### src/rtl/mux_pipe_reg.sv
// ---------------------------------------------------------------------------
// mux_pipe_reg
//
// Registered N:1 data multiplexer with a valid/ready handshake and a 2-entry
// skid buffer.  One of CHANNELS input lanes is selected by sel_in. The chosen
// lane and the select value are captured on an input handshake, then
// presented downstream through a back-pressurable registered output.
//
// Handshake semantics (both sides): a transfer happens on a rising clk edge
// where valid and ready are both high.  A sender holds its payload stable
// while valid is high and ready is low.  valid never waits on ready.
// ready_out and valid_out are decoded from the state register only.  They
// never depend on same-cycle inputs.
//
// Parameters:
//   WIDTH     data bits per lane (>= 1)
//   CHANNELS  number of input lanes (>= 2)
//   SEL_W     derived select width, $clog2(CHANNELS); not overridable
//
// Ports:
//   clk         clock, all state on rising edge
//   rst         asynchronous active-high reset
//   data_in     lane k occupies bits [k*WIDTH +: WIDTH]
//   sel_in      lane select, sampled on input handshake
//   valid_in    upstream offers a word
//   ready_out   block can accept a word
//   data_out    selected data (registered)
//   sel_out     lane index that produced data_out
//   valid_out   data_out/sel_out valid
//   ready_in    downstream accepts
//   count_out   completed output handshakes, wraps at 16 bits
//   err_out     sticky flag: an out-of-range select was accepted
//   parity_out  even parity of data_out (only with MUX_PIPE_REG_PARITY_EN)
//
// Optional feature macro: MUX_PIPE_REG_PARITY_EN adds parity_out and its
// storage in both the main and skid entries.
// ---------------------------------------------------------------------------
module mux_pipe_reg #(
    parameter  int WIDTH    = 8,
    parameter  int CHANNELS = 4,
    localparam int SEL_W    = $clog2(CHANNELS)
) (
    input  logic                      clk,
    input  logic                      rst,
    input  logic [CHANNELS*WIDTH-1:0] data_in,
    input  logic [SEL_W-1:0]          sel_in,
    input  logic                      valid_in,
    output logic                      ready_out,
    output logic [WIDTH-1:0]          data_out,
    output logic [SEL_W-1:0]          sel_out,
    output logic                      valid_out,
    input  logic                      ready_in,
    output logic [15:0]               count_out,
    output logic                      err_out
`ifdef MUX_PIPE_REG_PARITY_EN
    ,
    output logic                      parity_out
`endif
);

    // Occupancy of the two storage entries.  The main entry drives the
    // outputs.  The skid entry is only used when a word arrives while the
    // main entry is stalled.
    typedef enum logic [1:0] {
        ST_EMPTY = 2'd0,
        ST_ONE   = 2'd1,
        ST_TWO   = 2'd2
    } fsm_state_e;

    fsm_state_e state_q;
    fsm_state_e state_d;

    logic             in_hs;
    logic             out_hs;

    logic [WIDTH-1:0] cap_data;
    logic             cap_in_range;

    logic             load_main_cap;
    logic             load_main_skid;
    logic             load_skid;

    logic [WIDTH-1:0] main_data_q;
    logic [SEL_W-1:0] main_sel_q;
    logic [WIDTH-1:0] skid_data_q;
    logic [SEL_W-1:0] skid_sel_q;

    logic [15:0]      count_q;
    logic             err_q;

    // -----------------------------------------------------------------------
    // Handshake decode (state-register driven only)
    // -----------------------------------------------------------------------
    assign valid_out = (state_q != ST_EMPTY);
    assign ready_out = (state_q != ST_TWO);

    assign in_hs  = valid_in  && (state_q != ST_TWO);
    assign out_hs = ready_in  && (state_q != ST_EMPTY);

    // -----------------------------------------------------------------------
    // Lane select.  An unmatched select (only possible when CHANNELS is not a
    // power of two) yields all-zero data and flags the error.
    // -----------------------------------------------------------------------
    always_comb begin
        cap_data     = '0;
        cap_in_range = 1'b0;
        for (int k = 0; k < CHANNELS; k++) begin
            if (sel_in == SEL_W'(k)) begin
                cap_data     = data_in[k*WIDTH +: WIDTH];
                cap_in_range = 1'b1;
            end
        end
    end

    // -----------------------------------------------------------------------
    // FSM: state register
    // -----------------------------------------------------------------------
    always_ff @(posedge clk or posedge rst) begin
        if (rst) begin
            state_q <= ST_EMPTY;
        end else begin
            state_q <= state_d;
        end
    end

    // -----------------------------------------------------------------------
    // FSM: next state and storage load enables
    // -----------------------------------------------------------------------
    always_comb begin
        state_d        = state_q;
        load_main_cap  = 1'b0;
        load_main_skid = 1'b0;
        load_skid      = 1'b0;

        unique case (state_q)
            ST_EMPTY: begin
                if (in_hs) begin
                    state_d       = ST_ONE;
                    load_main_cap = 1'b1;
                end
            end

            ST_ONE: begin
                if (in_hs && !out_hs) begin
                    // Main is stalled: park the new word in the skid entry.
                    state_d   = ST_TWO;
                    load_skid = 1'b1;
                end else if (!in_hs && out_hs) begin
                    state_d = ST_EMPTY;
                end else if (in_hs && out_hs) begin
                    // Main drains and refills on the same edge.
                    state_d       = ST_ONE;
                    load_main_cap = 1'b1;
                end
            end

            ST_TWO: begin
                // ready_out is low here, so only the output side can move.
                if (out_hs) begin
                    state_d        = ST_ONE;
                    load_main_skid = 1'b1;
                end
            end

            default: begin
                state_d = ST_EMPTY;
            end
        endcase
    end

    // -----------------------------------------------------------------------
    // Main and skid storage.  Main is only overwritten when it is empty or
    // being consumed, so the outputs hold while stalled.
    // -----------------------------------------------------------------------
    always_ff @(posedge clk or posedge rst) begin
        if (rst) begin
            main_data_q <= '0;
            main_sel_q  <= '0;
            skid_data_q <= '0;
            skid_sel_q  <= '0;
        end else begin
            if (load_main_cap) begin
                main_data_q <= cap_data;
                main_sel_q  <= sel_in;
            end else if (load_main_skid) begin
                main_data_q <= skid_data_q;
                main_sel_q  <= skid_sel_q;
            end

            if (load_skid) begin
                skid_data_q <= cap_data;
                skid_sel_q  <= sel_in;
            end
        end
    end

    assign data_out = main_data_q;
    assign sel_out  = main_sel_q;

`ifdef MUX_PIPE_REG_PARITY_EN
    // Parity travels with its word through both entries, so it never has to
    // be recomputed on the output side.
    logic main_par_q;
    logic skid_par_q;

    always_ff @(posedge clk or posedge rst) begin
        if (rst) begin
            main_par_q <= 1'b0;
            skid_par_q <= 1'b0;
        end else begin
            if (load_main_cap) begin
                main_par_q <= ^cap_data;
            end else if (load_main_skid) begin
                main_par_q <= skid_par_q;
            end

            if (load_skid) begin
                skid_par_q <= ^cap_data;
            end
        end
    end

    assign parity_out = main_par_q;
`endif

    // -----------------------------------------------------------------------
    // Output handshake counter (free-running wrap) and sticky select error
    // -----------------------------------------------------------------------
    always_ff @(posedge clk or posedge rst) begin
        if (rst) begin
            count_q <= 16'd0;
            err_q   <= 1'b0;
        end else begin
            if (out_hs) begin
                count_q <= count_q + 16'd1;
            end
            if (in_hs && !cap_in_range) begin
                err_q <= 1'b1;
            end
        end
    end

    assign count_out = count_q;
    assign err_out   = err_q;

endmodule

### config.mk
export PLATFORM = sky130hd
export DESIGN_NAME = mux_pipe_reg
export DESIGN_NICKNAME = d
export VERILOG_FILES = /design/src/rtl/mux_pipe_reg.sv
export SDC_FILE = /design/constraint.sdc
export NUM_CORES = 1
export LEC_CHECK = 0
export BUFFER_PORTS_ARGS = -buffer_cell sky130_fd_sc_hd__buf_2
export CAP_MARGIN = 20
export CORE_ASPECT_RATIO = 0.75
export CORE_UTILIZATION = 49
export DETAILED_ROUTE_END_ITERATION = 7
export GPL_TIMING_DRIVEN = 0
export PLACE_DENSITY = 0.78
export RECOVER_POWER = 50
export SLEW_MARGIN = 20
export SYNTH_ARGS = -nofsm -noshare
export SYNTH_HDL_FRONTEND = slang
export SYNTH_SLANG_ARGS = --single-unit
### constraint.sdc
create_clock -name clk -period 2.2 [get_ports clk]
set_clock_uncertainty 0.15 [all_clocks]
set_input_delay 0.11 -clock clk [delete_from_list [all_inputs] [get_ports clk]]
set_output_delay 0.11 -clock clk [all_outputs]
set_load 0.005 [all_outputs]
==> results of run 1 <==
area by class of cell:
class | instances | area share
sequential | 39 | 0.401
multi-input combinational | 103 | 0.371
timing repair buffer | 67 | 0.147
clock buffer | 7 | 0.0313
tap | 52 | 0.0267
buffer | 6 | 0.0159
inverter | 3 | 0.00462
clock inverter | 1 | 0.00205
state kept, by name (all words and copies together) (netlist names):
| name | flops |
|---|---|
| data_out | 8 |
| state_q | 2 |
| sel_out | 2 |
| skid_sel_q | 2 |
| skid_data_q | 8 |
| err_out | 1 |
| count_out | 16 |
power breakdown:
group / internal, W / total, W / leakage, nW / switching [W]
clock: 0.000222 / 0.000451 / 0.0422 / 0.000229
sequential: 0.000974 / 0.00118 / 0.494 / 0.000203
combinational: 0.000472 / 0.000857 / 0.725 / 0.000384
total: 0.00167 / 0.00248 / 1.26 / 0.000816
path summary, 6_finish.rpt:
kind | slack (ns) | from | endpoint
setup / recovery | 0.08 | state_q[0]$_DFFE_PP0P_ | sel_out[0]$_DFFE_PP0P_
hold / removal | 0.02 | sel_in[0] | skid_sel_q[0]$_DFFE_PP0P_
max in group asynchronous | 0.93 | rst | state_q[1]$_DFFE_PP0P_
hold reg to reg | 0.32 | err_out$_DFFE_PP0P_ | err_out$_DFFE_PP0P_
setup reg to reg | 0.08 | state_q[0]$_DFFE_PP0P_ | sel_out[0]$_DFFE_PP0P_
min in group asynchronous | 0.39 | rst | sel_out[1]$_DFFE_PP0P_
placed cells by master, fill, tap and decap left out, types with 3 or more instances in the layout:
cell      instances
o21ai_0           8
clkbuf_1         11
buf_2            58
ha_1              3
mux4_2            8
nand4_1           4
nand2_1          15
clkbuf_8          5
mux2_2           10
xnor2_1           9
mux2i_1           7
dfrtp_1          38
nor2_1            6
xor2_1            6
inv_1             3
cell families after synthesis:
family                   Yosys count
multiplexers                      26
flip-flops                        39
buffers and inverters             10
XOR/XNOR                          15
AO/OA/AOI/OAI                     19
adder cells (fa/ha/maj)            3
AND/OR/NAND/NOR                   40
routing by layer:
| layer | vias to the layer above | part of all wire | track usage |
|---|---|---|---|
| li1 | 695 | - | - |
| met1 | 680 | 0.48 | 0.285 |
| met2 | 29 | 0.49 | 0.292 |
| met3 | 3 | 0.026 | 0.0489 |
| met4 | 0 | 0.0086 | 0.0809 |
| met5 | - | 0 | 0 |
critical path: cells and delay by family, from the launching register on:
| kind | cells | cell delay, ns |
|---|---|---|
| compound gates | 2 | 0.38 |
| fa+ha+maj | 1 | 0.20 |
| buf+inv | 1 | 0.05 |
| flops | 1 | 0.48 |
| mux | 1 | 0.20 |
| simple gates | 3 | 0.55 |
stage by stage:
| step | std cells | utilization |
|---|---|---|
| final | 278 | 0.657 |
| after global routing | 278 | 0.657 |
| after CTS | 279 | 0.656 |
| after detailed placement | 269 | 0.628 |
| after global placement | 268 | 0.621 |
| after floorplan | 152 | - |
what timing repair did:
action,4_1_cts,5_1_grt
gates resized for setup,0,7
endpoints found under the hold margin,21,0
setup endpoints to repair,0,10
hold buffers,2,0
==> results by group, run 1 <==
Synthesis
  – Net Count, Synth: 193
  – EDFF count, synth: 0
  – Flops & latches, synth: 39
  – Post-Syn Instances: 152
  – Mean Syn Cell Area: 12.6 µm²
  – Warnings, synthesis: 0
  – Count of cell types in the netlist: 33
  – XOR/XNOR Fraction of Synth Area: 0.0685
  – Post-synthesis compound-gate area fraction: 0.0666
  – Syn Std Cell Area: 0.00192 mm²
  – Count leader, synth: dfrtp_1
  – Asr flop ratio synth: 1.00
  – Post-synthesis mux area share: 0.195
  – Sequential area share after synthesis: 0.509
  – Post-synth top cells: dfrtp_1, nand2_1, mux2_2
  – Simple-gate area share of the yosys netlist: 0.114
  – Largest family of logic cells by synthesized area: multiplexers
  – Post-Synth Adder-Cell Area: 0.0196
  – Top-area cell type share of the netlist area: 0.509
  – Dominant synthesized flop cell: dfrtp_1
  – Cell taking the most area after synthesis: dfrtp_1
  – Ranking of synthesized cells by area: dfrtp_1, mux4_2, mux2_2, mux2i_1, xnor2_1

Finish
  – N_diodes: 0
  – Layout area overhead: 27.2%
  – Number of fill cells: 301
  – Final instance area: 0.00244 mm²
  – Register area: 977 µm²
  – Multi-input gate area: 905 µm²
  – Share of layout cells above drive strength 1: 0.420
  – NumNets Final: 266

Clock network
  – Clk Latency, worst-skew pair: 0.29 ns
  – Clock Pin Slew Worst Setup and Hold Paths: 0.07 ns
  – CTS Buf Count: 5
  – Root Buffer: clkbuf_8
  – H-tree levels: 2
  – TritonCTS clock tree: yes
  – Clock sinks: 39
  – CTS max path bufs: 2
  – Post-CTS Setup Bufs: 0

Critical path
  – Max Fanout on Critical Path: 10
  – Critical-path cell list: or2_2 > nand2_4 > inv_1 > ha_1 > mux2i_2 > nor2_4 > a22o_1 > a21o_1
  – Worst Setup Start Kind: flop
  – Crit path max-delay cell type: dfrtp_1
  – Setup CP Type: flop to flop
  – Critical Path Sink Type: flop
  – Largest stage delay, worst path: 0.48 ns
  – Crit path required time: 2.23 ns
  – Worst EP arrival: 2.15 ns
  – Worst-case reg-to-reg path depth: 8

Floorplanning
  – Ports: 67
  – Die Y: 56.2 µm
  – Die W: 74.2 µm
  – Core footprint: 0.00371 mm²
  – Die ar.: 0.00417 mm²
  – Initial Utilization: 0.517
  – FP Rows: 19

Route
  – DRT Wirelength: 3.73 mm
  – Avg WL per Cell: 13.4 µm
  – Vias/cell: 5.06
  – Drc violations: 0
  – Routed via count: 1,407
  – Routed Antenna Nets: 0
  – TritonRoute pass-1 iters: 4
  – DR iter-0 viols: 87

Placement
  – Pre-CTS WS: 0.0368 ns
  – DP HPWL: 2.84 mm
  – DP Area: 0.00233 mm²
  – PortBufs: 64
  – RD Place Congestion: 0.729

Pwr
  – Peak supply drop: 0.000512 V
  – Leak: 1.26 nW
  – Pwr Total: 0.00248 W
  – Power per cell area: 1020 mW/mm²

Global route
  – Total GRT Usage: 0.200
  – First-pass GRT wire length: 6.13 mm
  – Initial antenna violation count: 0
  – Number of global-route vias before repair: 1,305
  – Grt total ovfl: 0
  – Largest net degree at the start of global routing: 22

Status
  – Status: finished, final reports clean

Timing
  – Crit share post-route: 0.965
  – Fin Hold WS: 0.0158 ns
  – RSZ-0062 raised after global routing: false
  – Final worst setup slack: 0.0762 ns
  – Max Freq: 471 MHz
  – Worst-Margin Slew: 0.846 ns
  – Setup TNS: 0 ns
  – Fin. max-slew vios: 0
  – Final Hold Fails: 0
  – Slew HR: 0.436
  – Final Critical Period: 2.12 ns
  – Endpoints failing setup: 0

Worst hold path
  – Hold path cells: 2
  – Hold crit path type: input port to flop

Job
  – Max-cap violation count: 0
Power figures use the tool's default switching activity.
==> inputs of run 2 (changes only) <==
==> constraint.sdc (replaced) <==
create_clock -name clk -period 2.2 [get_ports clk]
set_clock_uncertainty 0.15 [all_clocks]
set_input_delay 0.11 -clock clk [delete_from_list [all_inputs] [get_ports clk]]
set_output_delay 0.11 -clock clk [all_outputs]
set_load 0.1 [all_outputs]
==> run 2 against run 1 <==
Final area increased by 0.15%. Critical endpoint is now skid_data_q[1]$_DFFE_PP0P_. Global-route usage increased by 0.52 points. Highest routed layer unchanged. Critical path depth decreased by 1.
==> results by group, run 2 (same netlist as run 1, synthesis figures left out) <==
Critical path
  – Largest delay share family, worst path: simple AND/OR/NAND/NOR gates
  – Critical R2R Launch: state_q[0]$_DFFE_PP0P_
  – Crit path required time: 2.22 ns
  – RR Endpoint: skid_data_q[1]$_DFFE_PP0P_
  – Worst Setup Start Kind: flop
  – Worst EP arrival: 2.09 ns
  – Crit path top cell by count: buf_2
  – Setup CP Type: flop to flop
  – Largest stage delay, worst path: 0.37 ns
  – Crit path max-delay cell type: mux2_2
  – Max Fanout on Critical Path: 10
  – Critical Path Sink Type: flop
  – Critical-path cell list: buf_2 > nand2b_4 > and2_1 > ha_1 > nand3b_1 > buf_2 > mux2_2
  – Worst-case reg-to-reg path depth: 7
  – Flop-to-flop setup slack: 0.14 ns
  – Crit path buffers/inverters: 2

Global route
  – First-pass GRT wire length: 6.32 mm
  – Number of global-route vias before repair: 1,357
  – Initial antenna violation count: 0
  – Total GRT Usage: 0.205
  – Largest net degree at the start of global routing: 36
  – Grt total ovfl: 0

Floorplanning
  – Die Y: 56.2 µm
  – Die ar.: 0.00417 mm²
  – Ports: 67
  – Die W: 74.2 µm
  – Initial Utilization: 0.517
  – Core footprint: 0.00371 mm²
  – FP Rows: 19

Placement
  – DP Area: 0.00232 mm²
  – PortBufs: 64
  – DP HPWL: 2.73 mm
  – RD Place Congestion: 0.719

Pwr
  – Pwr Total: 0.00369 W
  – Power per cell area: 1510 mW/mm²
  – Leak: 1.26 nW
  – Peak supply drop: 0.000819 V

Route
  – DR iter-0 viols: 81
  – Routed via count: 1,379
  – Drc violations: 0
  – DRT Wirelength: 3.68 mm
  – TritonRoute pass-1 iters: 4
  – Vias/cell: 4.94
  – Routed Antenna Nets: 0
  – Avg WL per Cell: 13.2 µm

Clock network
  – CTS max path bufs: 2
  – Clock Pin Slew Worst Setup and Hold Paths: 0.07 ns
  – Post-CTS Setup Bufs: 0
  – Clock sinks: 39
  – TritonCTS clock tree: yes
  – Clk Latency, worst-skew pair: 0.29 ns
  – CTS Buf Count: 5
  – Root Buffer: clkbuf_8
  – H-tree levels: 2

Timing
  – Crit share post-route: 0.937
  – Slew HR: 0.213
  – Worst-Margin Slew: 1.19 ns
  – Fin Hold WS: 0.00678 ns
  – RSZ-0062 raised after global routing: false
  – Final Hold Fails: 0
  – Fin. max-slew vios: 0
  – Setup TNS: 0 ns
  – Max Freq: 485 MHz
  – Final Critical Period: 2.06 ns
  – Endpoints failing setup: 0

Finish
  – Share of layout cells above drive strength 1: 0.419
  – NumNets Final: 267
  – N_diodes: 0
  – Fin util: 0.658
  – Final instance area: 0.00244 mm²
  – Layout area overhead: 27.3%
  – Most frequent cells in the layout: buf_2, dfrtp_1, nand2_1
  – Number of fill cells: 310
  – Commonest non-fill, non-tap cell in the layout: buf_2
  – Max reg flops: 16

Worst hold path
  – Hold crit path type: input port to flop
  – Hold_sp: sel_in[0]
  – Worst Hold End: skid_sel_q[0]$_DFFE_PP0P_
  – Hold path cells: 2

Status
  – Status: finished, final reports clean

Job
  – Max-cap violation count: 0
run 2: cell count changes in the layout (fill, tap and decap cells not counted), sizes merged:
cell,change
buf,-2
clkbuf,+3
clkinv,-1
clkinvlp,+1
run 2: stage by stage:
stage,setup slack (ns),std cells
2_1_floorplan,0.0441,152
3_3_place_gp,0.0918,268
3_5_place_dp,0.0700,269
4_1_cts,0.0552,279
5_1_grt,0.0275,279
6_report,0.138,279
run 2: final cells by class:
cell class / instances / area, µm² / area share
buffer: 7 / 43.8 / 0.0179
clock buffer: 7 / 96.3 / 0.0395
clock inverter: 1 / 7.51 / 0.00308
inverter: 3 / 11.3 / 0.00461
multi-input combinational: 103 / 906 / 0.371
sequential: 39 / 977 / 0.400
tap: 52 / 65.1 / 0.0267
timing repair buffer: 67 / 334 / 0.137
run 2: worst max-delay path by stage:
stage                            from  slack [ns]                          to  cells after the start
4_1_cts        state_q[1]$_DFFE_PP0P_        0.06      sel_out[0]$_DFFE_PP0P_                      8
6_report       state_q[0]$_DFFE_PP0P_        0.14  skid_data_q[1]$_DFFE_PP0P_                      7
5_1_grt        state_q[1]$_DFFE_PP0P_        0.03      sel_out[1]$_DFFE_PP0P_                      8
3_5_place_dp   state_q[1]$_DFFE_PP0P_        0.07      sel_out[0]$_DFFE_PP0P_                      8
3_3_place_gp   state_q[1]$_DFFE_PP0P_        0.09      sel_out[0]$_DFFE_PP0P_                      8
2_1_floorplan  state_q[0]$_DFFE_PP0P_        0.04      sel_out[0]$_DFFE_PP0P_                      9
run 2: routing by layer:
metal	part of all wire	vias up	global-route usage	routed length [µm]
met5	0	-	0	0
met3	0.039	5	0.0670	142
li1	-	693	-	-
met2	0.46	32	0.306	1700
met4	0.013	0	0.0701	48
met1	0.49	649	0.281	1790
run 2: power by group:
part	leakage [nW]	internal (W)	switching, W
logic	0.718	0.000475	0.00154
registers	0.494	0.000973	0.000175
clock network	0.0505	0.000285	0.000246
run 2: repair_timing:
action | 4_1_cts | 5_1_grt
setup endpoints to repair | 0 | 12
hold buffers | 2 | 0
endpoints found under the hold margin | 40 | 0
gates resized for setup | 0 | 7
